### config.mk
export PLATFORM = sky130hd
export DESIGN_NAME = mem_arbiter
export DESIGN_NICKNAME = d
export VERILOG_FILES = /design/src/rtl/mem_arbiter.sv
export SDC_FILE = /design/constraint.sdc
export NUM_CORES = 1
export LEC_CHECK = 0
export BUFFER_PORTS_ARGS = -buffer_cell sky130_fd_sc_hd__buf_4
export CAP_MARGIN = 20
export CORE_UTILIZATION = 41
export DETAILED_ROUTE_END_ITERATION = 7
export PLACE_DENSITY = 0.77
export SYNTH_ARGS = -nofsm -noshare
export SYNTH_HDL_FRONTEND = slang
export SYNTH_SLANG_ARGS = --single-unit
### constraint.sdc
create_clock -name clk -period 2.09 [get_ports clk]
set_input_delay 0.627 -clock clk [delete_from_list [all_inputs] [get_ports clk]]
set_output_delay 0.627 -clock clk [all_outputs]
set_load 0.005 [all_outputs]
### src/rtl/mem_arbiter.sv
// Two-requester (fetch/data) arbiter for a single mfc-handshaked memory port.
// Define MEM_TIMEOUT_EN to abort WAIT after TIMEOUT_CYCLES cycles without mfc.
module mem_arbiter #(
   parameter int unsigned TIMEOUT_CYCLES = 15
) (
   input  logic        clk,
   input  logic        clr,
   input  logic        ifReq,
   input  logic [31:0] ifAddr,
   input  logic        dReq,
   input  logic        dRW,
   input  logic [31:0] dAddr,
   input  logic [31:0] dWdata,
   input  logic        mfc,
   input  logic [31:0] memRdata,
   output logic        memEn,
   output logic        memRW,
   output logic [31:0] memAddr,
   output logic [31:0] memWdata,
   output logic        ifGnt,
   output logic        dGnt,
   output logic        ifDone,
   output logic        dDone,
   output logic [31:0] rdata,
   output logic        busy,
   output logic        err
);

   typedef enum logic [1:0] {IDLE, ISSUE, WAIT, DONE} state_t;

   if (TIMEOUT_CYCLES < 1) begin : g_bad_timeout
      $error("mem_arbiter: TIMEOUT_CYCLES must be at least 1");
   end

   state_t      state_q, state_d;
   logic        own_q, own_d;      // 1 = data owns the port
   logic        last_q, last_d;    // 1 = data was granted last
   logic [31:0] addr_q, addr_d;
   logic        rw_q, rw_d;
   logic [31:0] wdata_q, wdata_d;
   logic [31:0] rdata_q, rdata_d;
   logic        pick_data;

`ifdef MEM_TIMEOUT_EN
   localparam int unsigned CW = $clog2(TIMEOUT_CYCLES + 1);
   localparam logic [CW-1:0] CNT_LAST = CW'(TIMEOUT_CYCLES - 1);

   logic [CW-1:0] cnt_q, cnt_d;
   logic          err_q, err_d;

   always_comb begin
      cnt_d = '0;
      if (state_q == WAIT && !mfc) begin
         cnt_d = cnt_q + 1'b1;
      end
   end
`endif

   // Tie goes to whichever requester was not served last.
   assign pick_data = dReq && (!ifReq || !last_q);

   always_comb begin
      state_d = state_q;
      own_d   = own_q;
      last_d  = last_q;
      addr_d  = addr_q;
      rw_d    = rw_q;
      wdata_d = wdata_q;
      rdata_d = rdata_q;
`ifdef MEM_TIMEOUT_EN
      err_d   = err_q;
`endif
      case (state_q)
         IDLE: begin
`ifdef MEM_TIMEOUT_EN
            err_d = 1'b0;
`endif
            if (ifReq || dReq) begin
               own_d   = pick_data;
               last_d  = pick_data;
               addr_d  = pick_data ? dAddr : ifAddr;
               rw_d    = pick_data && dRW;
               wdata_d = pick_data ? dWdata : '0;
               state_d = ISSUE;
            end
         end
         ISSUE: state_d = WAIT;
         WAIT: begin
            if (mfc) begin
               if (!rw_q) begin
                  rdata_d = memRdata;
               end
               state_d = DONE;
            end
`ifdef MEM_TIMEOUT_EN
            else if (cnt_q == CNT_LAST) begin
               err_d   = 1'b1;
               rdata_d = '0;
               state_d = DONE;
            end
`endif
         end
         DONE:    state_d = IDLE;
         default: state_d = IDLE;
      endcase
   end

   always_ff @(posedge clk or negedge clr) begin
      if (!clr) begin
         state_q <= IDLE;
         own_q   <= 1'b0;
         last_q  <= 1'b1;
         addr_q  <= '0;
         rw_q    <= 1'b0;
         wdata_q <= '0;
         rdata_q <= '0;
      end else begin
         state_q <= state_d;
         own_q   <= own_d;
         last_q  <= last_d;
         addr_q  <= addr_d;
         rw_q    <= rw_d;
         wdata_q <= wdata_d;
         rdata_q <= rdata_d;
      end
   end

`ifdef MEM_TIMEOUT_EN
   always_ff @(posedge clk or negedge clr) begin
      if (!clr) begin
         cnt_q <= '0;
         err_q <= 1'b0;
      end else begin
         cnt_q <= cnt_d;
         err_q <= err_d;
      end
   end

   assign err = (state_q == DONE) && err_q;
`else
   assign err = 1'b0;
`endif

   assign busy     = (state_q != IDLE);
   assign memEn    = (state_q == WAIT);
   assign memAddr  = busy ? addr_q : '0;
   assign memRW    = busy && rw_q;
   assign memWdata = busy ? wdata_q : '0;
   assign ifGnt    = busy && !own_q;
   assign dGnt     = busy && own_q;
   assign ifDone   = (state_q == DONE) && !own_q;
   assign dDone    = (state_q == DONE) && own_q;
   assign rdata    = rdata_q;

endmodule

==> reports/qor.txt, run 1 <==
Residual DRC -> 0
max-slew violations -> 0
R2R Path Start -> state_q[0]
worst-case clock buffer depth -> 2
Power Internal -> 6.99 mW
# fillers -> 821
initial core utilization -> 42.7%
CP Launch Point -> state_q[0]
area of the die -> 11300 um2
port bufs -> 236
number of enable flip-flop cells after synthesis -> 0
vias in the first global route -> 3944
Reg clk slew, reported paths -> 0.10 ns
pin count of the biggest net entering global routing -> 102
Worst VDD drop -> 845 uV
most frequent cells in the layout -> 242 x buf_4, 100 x dfrtp_1, 64 x a21oi_1
gr usage total -> 22.7%
htree depth -> 3
combinational power share -> 55.1%
fin worst setup slack -> -0.110 ns
status -> complete, but fails checks
Post-DRT Antenna Nets -> 0
flops & latches, synth -> 101
f_max -> 0.455 GHz
Detailed Place HPWL -> 9150 um
Slew headroom -> 63.2%
Tot Pwr -> 10.6 mW
worst-margin pin slew -> 0.551 ns
crit path launch type -> register
Area growth, synth to finish -> 57.0%
synthesized cell area -> 4470 um2
Final Hold Fails -> 0
GPL Wtd Cong -> 0.805
total CTS buffers -> 9
failing checks -> setup timing
switching pwr -> 3.57 mW
Power Dens Cells -> 1510 nW/um2
layout cells sized above 1 -> 51.4%
CTS root buf -> clkbuf_8
Min Hold Slack -> 0.278 ns
Setup Skew -> 0.0102 ns
Cells after Synth -> 413
R2R depth -> 6
WP data required -> 1.46 ns
Net Sw Frac -> 33.8%
routed length per instance -> 16.3 um
CTS Sinks -> 101
final setup violating endpoints -> 47
total grt overflow -> 0
syn avg cell area -> 10.8 um2
crit path capture -> memWdata[23]
Core Area -> 10500 um2
min cycle time layout -> 2.20 ns
WL final -> 13000 um
Die Ht -> 106 um
Worst-Skew Late Latency -> 0.37 ns
drt pass-1 iters -> 4
Seq/Total Area, Yosys -> 56.5%
commonest non-fill, non-tap cell in the layout -> buf_4
worst hold path class -> input pin to asynchronous set/reset pin
worst r2r dst -> state_q[1]
Net Count, Synth -> 550
Worst Setup Path Type -> register to output port
fin crit share -> 105%
synth warn -> 0
DP Worst Slack -> 0.202 ns
Via-to-Cell Ratio -> 5.00
via count -> 3981
nets@finish -> 793
die width -> 106 um
Netlist cell types -> 28
CP max FO -> 9
std cell rows -> 37
arrival time of the worst setup path -> 1.57 ns
clock share of power -> 12.0%
Main synth FF type -> dfrtp_1
number of top-level pins -> 238
Post-synth ARST share -> 100%
sequential power share -> 32.9%
r2r setup slk -> 0.29 ns
initial antenna violation count -> 0
Initial DRC Count -> 188
Max Cap Viol -> 0
CTS tree -> built
LEAKAGE -> 3.49 nW
RSZ-0062 raised after global routing -> yes
Crit. End Element -> output port
first-pass GRT wire length -> 19800 um
Ant. Diodes -> 0
[kinds of logic (layout without fill, tap and decap cells)]
group	count (synthesis)	after routing	share of synthesized area [%]
and+or+nand+nor	135	135	15.6
buffers and inverters	35	282	3.58
DFF	101	101	56.5
other	1	1	0.0839
adders and majority gates	3	3	0.839
muxes	33	33	8.31
AOI/OAI and AO/OA	105	105	15.1
[through the flow]
step	util [%]	cell area, um2	std cells	setup TNS [ns]
after floorplan	-	4470	413	-0.0908
final	67.1	7020	796	-2.82
after detailed placement	61.9	6480	766	0
after CTS	64.4	6740	784	-2.35
after global placement	61.9	6480	766	0
after global routing	67.1	7020	796	-7.06
[power groups by stage]
stage / sequential (mW) / combinational, mW / clock, mW
6_report: 3.47 / 5.82 / 1.27
5_1_grt: 3.60 / 6.31 / 1.37
4_1_cts: 3.46 / 5.30 / 1.30
3_5_place_dp: 3.50 / 5.12 / 0
3_3_place_gp: 3.45 / 4.98 / 0
2_1_floorplan: 3.37 / 2.48 / 0
[per-layer routing]
| layer | up-vias | wire [um] | global-route usage [%] |
|---|---|---|---|
| met5 | - | 0 | 0 |
| met4 | 0 | 195 | 6.85 |
| met3 | 16 | 1210 | 7.85 |
| met2 | 182 | 6590 | 39.3 |
| met1 | 1906 | 4970 | 26.5 |
| li1 | 1877 | - | - |
[synthesized netlist by cell type (2+ instances only)]
| master | instances | share of area [%] |
|---|---|---|
| and2b_1 | 7 | 1.2 |
| nand2_1 | 32 | 2.7 |
| ha_1 | 3 | 0.84 |
| buf_2 | 11 | 1.2 |
| nor2b_1 | 60 | 8.4 |
| buf_1 | 2 | 0.17 |
| buf_4 | 4 | 0.67 |
| a21o_1 | 2 | 0.34 |
| dfrtp_1 | 100 | 56 |
| a22o_1 | 33 | 6.5 |
| clkbuf_1 | 14 | 1.2 |
| mux2_2 | 32 | 8.1 |
| nor2_1 | 33 | 2.8 |
| a21oi_1 | 64 | 7.2 |
| inv_1 | 3 | 0.25 |
[worst min-delay path by stage]
stage,slack [ns],cells after the start,from,endpoint
2_1_floorplan,0.33,0,clr,addr_q[0]
3_3_place_gp,0.48,1,wdata_q[29],wdata_q[29]
3_5_place_dp,0.48,1,wdata_q[26],wdata_q[26]
4_1_cts,0.34,2,clr,addr_q[8]
5_1_grt,0.35,2,clr,addr_q[8]
6_report,0.28,2,clr,addr_q[11]
[worst max-delay path, cell delays in order (launching register included)]
cell	delay (ns)
dfrtp_1	0.39
inv_2	0.07
ha_4	0.19
buf_12	0.14
buf_16	0.15
nor2b_1	0.14
buf_4	0.13
[registers in the layout, summed over array words and instances (netlist names)]
name	flops
last_q	1
addr_q	32
state_q	2
rw_q	1
rdata	32
wdata_q	32
own_q	1
[repair_timing]
action	CTS	global route
endpoints found under the setup margin	68	70
setup buffers	2	12
hold buffers	0	0
gates cloned	1	1
gates resized for setup	3	41
pin swaps	0	1
[layout make-up]
class	instances	area (um2)	share of cell area, %
Sequential cell	101	2530	36.0
Timing Repair Buffer	263	2160	30.8
Multi-Input combinational cell	277	1950	27.7
Tap cell	136	170	2.42
Clock buffer	10	138	1.96
Clock inverter	5	61.3	0.873
Inverter	4	15.0	0.214
Power figures use the tool's default switching activity.
==> inputs of run 2 (changes only) <==
--- a/config.mk
+++ b/config.mk
@@ -10,6 +10,7 @@
 export CORE_UTILIZATION = 41
 export DETAILED_ROUTE_END_ITERATION = 7
 export PLACE_DENSITY = 0.77
+export SETUP_SLACK_MARGIN = 0.4
 export SYNTH_ARGS = -nofsm -noshare
 export SYNTH_HDL_FRONTEND = slang
 export SYNTH_SLANG_ARGS = --single-unit
==> reports/qor.txt, run 2 (synthesized netlist as in run 1, its figures left out) <==
worst-case clock buffer depth -> 2 (unchanged)
via count -> 4214 (+5.9%)
drt pass-1 iters -> 4 (unchanged)
Worst Setup Path Type -> register to output port
arrival time of the worst setup path -> 1.56 ns (about the same)
Power Dens Cells -> 1550 nW/um2 (+3.3%)
worst-margin pin slew -> 0.549 ns (-0.00296 ns)
CTS tree -> built
RSZ-0062 raised after global routing -> yes
f_max -> 0.456 GHz (+0.36%)
min cycle time layout -> 2.19 ns (-0.00785 ns)
first-pass GRT wire length -> 20100 um (+1.8%)
WL final -> 14600 um (+13%)
Bufs and invs on worst path -> 4 (unchanged)
crit-path leading delay family -> buffers and inverters
GRT met3 Usage -> 5.09% (-2.8 points)
die width -> 106 um (unchanged)
Crit. End Element -> output port
layout cells sized above 1 -> 58.6% (+7.3 points)
Worst VDD drop -> 931 uV (+10%)
master of the slowest instance on the critical path -> dfrtp_1
htree depth -> 3 (unchanged)
port bufs -> 236 (unchanged)
Initial DRC Count -> 250 (+33%)
fin worst setup slack -> -0.102 ns (+0.00785 ns)
Non-Filler Instances -> 813 (+2.1%)
met1 GRT Util -> 28.7% (+2.2 points)
Max Cap Viol -> 0 (unchanged)
Reg clk slew, reported paths -> 0.11 ns (about the same)
Min Hold Slack -> 0.304 ns (+0.0262 ns)
LEAKAGE -> 3.78 nW (+8.1%)
gr usage total -> 22.7% (-0.034 points)
Post-DRT Antenna Nets -> 0 (unchanged)
initial antenna violation count -> 0 (unchanged)
Die Ht -> 106 um (unchanged)
commonest non-fill, non-tap cell in the layout -> buf_4
Final Util -> 72.9% (+5.8 points)
routed length per instance -> 18.0 um (+11%)
total CTS buffers -> 9 (unchanged)
area of the die -> 11300 um2 (unchanged)
Worst-Skew Late Latency -> 0.36 ns (about the same)
std cell rows -> 37 (unchanged)
Via-to-Cell Ratio -> 5.18 (+3.6%)
GPL Wtd Cong -> 0.812 (+0.92%)
Ant. Diodes -> 0 (unchanged)
# hold bufs at CTS -> 0 (unchanged)
number of top-level pins -> 238 (unchanged)
critical path's largest stage delay -> 0.38 ns (about the same)
CP max FO -> 10 (+1)
total grt overflow -> 0 (unchanged)
M2 GR Usage -> 39.5% (+0.19 points)
initial core utilization -> 42.7% (unchanged)
CTS Sinks -> 101 (unchanged)
Final Hold Fails -> 0 (unchanged)
pin count of the biggest net entering global routing -> 102 (unchanged)
vias in the first global route -> 4038 (+2.4%)
Slew headroom -> 63.4% (+0.20 points)
Area growth, synth to finish -> 70.6%
fin crit share -> 105% (-0.38 points)
final setup violating endpoints -> 47 (unchanged)
final setup TNS -> -2.24 ns (+0.581 ns)
nets@finish -> 809 (+2.0%)
Inst Count DP -> 766 (unchanged)
global route hottest layer -> met2
failing checks -> setup timing
Tot Pwr -> 11.9 mW (+12%)
most frequent cells in the layout -> 222 x buf_4, 100 x dfrtp_1, 43 x a21oi_1
status -> complete, but fails checks
WP data required -> 1.46 ns (about the same)
Detailed Place HPWL -> 8760 um (-4.2%)
worst hold path class -> input pin to asynchronous set/reset pin
Setup Skew -> 0.0135 ns (+0.00331 ns)
Residual DRC -> 0 (unchanged)
CTS root buf -> clkbuf_8
crit path launch type -> register
critical path cell sequence -> inv_2, ha_4, buf_8, buf_16, nor2b_1, buf_4
Core Area -> 10500 um2 (unchanged)
max-slew violations -> 0 (unchanged)
-- run 2: metal layers --
metal  up-vias  share of wire (%)
met5         -                  0
met4         0                2.2
met3        30                6.2
met2       194                 52
met1      2065                 39
li1       1925                  -
-- run 2: power breakdown --
part	leakage (nW)	switching [mW]	total, mW	internal [mW]
Combinational	2.48	2.86	7.18	4.32
Sequential	1.21	0.553	3.49	2.94
Clock	0.0881	0.736	1.19	0.451
Total	3.78	4.15	11.9	7.71
-- run 2: worst paths after layout --
| check | startpoint | endpoint | slack [ns] | cells past startpoint |
|---|---|---|---|---|
| worst max register to register | state_q[0] | addr_q[0] | 0.27 | 9 |
| worst min-delay path | clr | wdata_q[19] | 0.30 | 2 |
| worst min register to register | wdata_q[3] | wdata_q[3] | 0.51 | 1 |
| max in group asynchronous | clr | wdata_q[28] | 1.36 | 2 |
| worst max-delay path | state_q[0] | memAddr[24] | -0.10 | 6 |
| min in group clk | dWdata[21] | wdata_q[21] | 0.48 | 2 |
-- run 2: timing repair --
action | CTS | global route
hold endpoints to repair | 0 | 0
cloned | 2 | 10
resized for setup | 38 | 105
pin swaps | 34 | 8
buffers inserted | 5 | 14
endpoints found under the setup margin | 72 | 131
-- run 2: worst reg2reg max path: cells and delay by family, from the launching register on --
family / cells / cell delay [ns]
buf+inv: 5 / 0.76
flops: 1 / 0.41
compound gates: 3 / 0.36
fa+ha+maj: 1 / 0.19
-- run 2: layout make-up --
cell class | count | area [um2]
fill | 738 | 2840
sequential | 101 | 2530
timing repair buffer | 278 | 2520
multi-input combinational | 278 | 2220
tap | 136 | 170
clock buffer | 9 | 124
clock inverter | 7 | 57.6
inverter | 4 | 15.0
-- run 2: metrics by stage --
stage / area [um2] / worst slack [ns]
floorplan: 4510 / 0.362
global placement: 6450 / 0.285
detailed placement: 6450 / 0.251
CTS: 6880 / -0.0778
global route: 7630 / -0.169
finish: 7630 / -0.102
==> inputs of run 3 (changes only) <==
--- a/config.mk
+++ b/config.mk
@@ -9,7 +9,7 @@
 export CAP_MARGIN = 20
 export CORE_UTILIZATION = 41
 export DETAILED_ROUTE_END_ITERATION = 7
-export PLACE_DENSITY = 0.77
+export PLACE_DENSITY = 0.81
 export SETUP_SLACK_MARGIN = 0.4
 export SYNTH_ARGS = -nofsm -noshare
 export SYNTH_HDL_FRONTEND = slang
==> reports/qor.txt, run 3 (synthesized netlist as in run 1, its figures left out) <==
status -> complete, but fails checks
failing checks -> setup timing
r2r setup slk -> 0.37 ns (+0.10 ns)
CTS tree -> built
layout cells sized above 1 -> 49.8% (-8.9 points)
Post-DRT Antenna Nets -> 0 (unchanged)
crit path launch type -> register
total CTS buffers -> 9 (unchanged)
Via-to-Cell Ratio -> 5.06 (-2.3%)
fin crit share -> 102% (-2.4 points)
RSZ-0062 raised after global routing -> yes
Ant. Diodes -> 0 (unchanged)
LEAKAGE -> 3.64 nW (-3.6%)
max-slew violations -> 0 (unchanged)
R2R depth -> 7 (-2)
Setup Skew -> 0.00778 ns (-0.00569 ns)
Tot Pwr -> 10.8 mW (-9.1%)
f_max -> 0.467 GHz (+2.3%)
worst-case clock buffer depth -> 2 (unchanged)
R2R Path Start -> state_q[1]
worst r2r dst -> rdata[29]
commonest non-fill, non-tap cell in the layout -> buf_4
Power Dens Cells -> 1510 nW/um2 (-2.8%)
Final Util -> 68.2% (-4.7 points)
Detailed Place HPWL -> 8760 um (about the same)
WP data required -> 1.46 ns (about the same)
Initial DRC Count -> 222 (-11%)
CTS root buf -> clkbuf_8
final setup violating endpoints -> 39 (-17%)
arrival time of the worst setup path -> 1.52 ns (-0.04 ns)
number of top-level pins -> 238 (unchanged)
Inst Count DP -> 766 (unchanged)
Reg clk slew, reported paths -> 0.10 ns (about the same)
# fillers -> 813 (+10%)
critical path's largest stage delay -> 0.38 ns (about the same)
die width -> 106 um (unchanged)
Worst VDD drop -> 716 uV (-23%)
WL final -> 13300 um (-9.2%)
pin count of the biggest net entering global routing -> 51 (-50%)
worst hold path class -> input pin to asynchronous set/reset pin
GPL Wtd Cong -> 0.805 (-0.94%)
CTS Sinks -> 101 (unchanged)
gr usage total -> 22.2% (-0.44 points)
master of the slowest instance on the critical path -> dfrtp_1
Residual DRC -> 0 (unchanged)
port bufs -> 236 (unchanged)
CP max FO -> 7 (-3)
fin worst setup slack -> -0.0522 ns (+0.0495 ns)
vias in the first global route -> 3986 (-1.3%)
Core Area -> 10500 um2 (unchanged)
critical path cell sequence -> inv_2, ha_4, bufbuf_16, nor2b_4, buf_4
Non-Filler Instances -> 793 (-2.5%)
htree depth -> 3 (unchanged)
routed length per instance -> 16.8 um (-6.9%)
total grt overflow -> 0 (unchanged)
via count -> 4015 (-4.7%)
Area growth, synth to finish -> 59.5%
area of the die -> 11300 um2 (unchanged)
initial core utilization -> 42.7% (unchanged)
min cycle time layout -> 2.14 ns (-0.0495 ns)
std cell rows -> 37 (unchanged)
initial antenna violation count -> 0 (unchanged)
Die Ht -> 106 um (unchanged)
drt pass-1 iters -> 4 (unchanged)
most frequent cells in the layout -> 237 x buf_4, 100 x dfrtp_1, 63 x a21oi_1
first-pass GRT wire length -> 19500 um (-2.9%)
Worst-Skew Late Latency -> 0.36 ns (about the same)
Max Cap Viol -> 0 (unchanged)
Crit. End Element -> output port
final setup TNS -> -0.770 ns (+1.47 ns)
nets@finish -> 789 (-2.5%)
Worst Setup Path Type -> register to output port
Final Hold Fails -> 0 (unchanged)
[run 3: cell count changes in the layout (fill, tap and decap cells not counted), sizes merged]
cell    change
clkbuf      -3
inv         -3
clkinv      -1
bufinv      +2
o21ai       -1
buf        -16
bufbuf      +2
[run 3: per-layer routing]
| layer | share of wire (%) | GRT usage, % | routed length (um) |
|---|---|---|---|
| met5 | 0 | 0 | 0 |
| met4 | 2.0 | 8.61 | 263 |
| met3 | 6.2 | 4.66 | 822 |
| met2 | 51 | 38.1 | 6730 |
| met1 | 41 | 27.5 | 5480 |
[run 3: timing repair]
action / 4_1_cts / 5_1_grt
setup buffers: 4 / 2
setup endpoints to repair: 72 / 169
resized for setup: 11 / 55
hold buffers: 0 / 0
pin swaps: 2 / 1
gates cloned: 2 / 3
hold endpoints to repair: 0 / 0
[run 3: worst max-delay path by stage]
stage / from / end / slack, ns
6_report: state_q[0] / memRW / -0.05
5_1_grt: state_q[0] / memWdata[25] / -0.15
4_1_cts: state_q[0] / memWdata[3] / -0.06
3_5_place_dp: state_q[0] / state_q[1] / 0.32
3_3_place_gp: state_q[1] / memWdata[6] / 0.34
2_1_floorplan: state_q[1] / memWdata[12] / 0.36
[run 3: metrics by stage]
stage	instance area (um2)	hold slack (ns)	setup WS [ns]
6_report	7130	0.138	-0.0522
5_1_grt	7130	0.125	-0.151
4_1_cts	6830	0.124	-0.0614
3_5_place_dp	6460	0.483	0.317
3_3_place_gp	6460	0.480	0.341
2_1_floorplan	4510	0.331	0.362
[run 3: worst max-delay path: cells and delay by family (launching register included)]
kind	cells	cell delay [ns]
adder cells (fa/ha/maj)	1	0.19
AND/OR/NAND/NOR	1	0.13
buffers and inverters	3	0.47
flip-flops	1	0.38
[run 3: power breakdown]
part	switching, mW	total, mW	internal (mW)
clock	0.678	1.39	0.711
sequential	0.536	3.48	2.94
combinational	2.36	5.91	3.56
[run 3: layout make-up]
| type | count | area (um2) | area share [%] |
|---|---|---|---|
| multi-input cells | 277 | 2020 | 28.3 |
| flip-flops and latches | 101 | 2530 | 35.4 |
| clock inverters | 5 | 83.8 | 1.18 |
| clock buffers | 11 | 141 | 1.98 |
| well taps | 136 | 170 | 2.39 |
| inverters | 4 | 15.0 | 0.210 |
| repair buffers | 259 | 2180 | 30.5 |
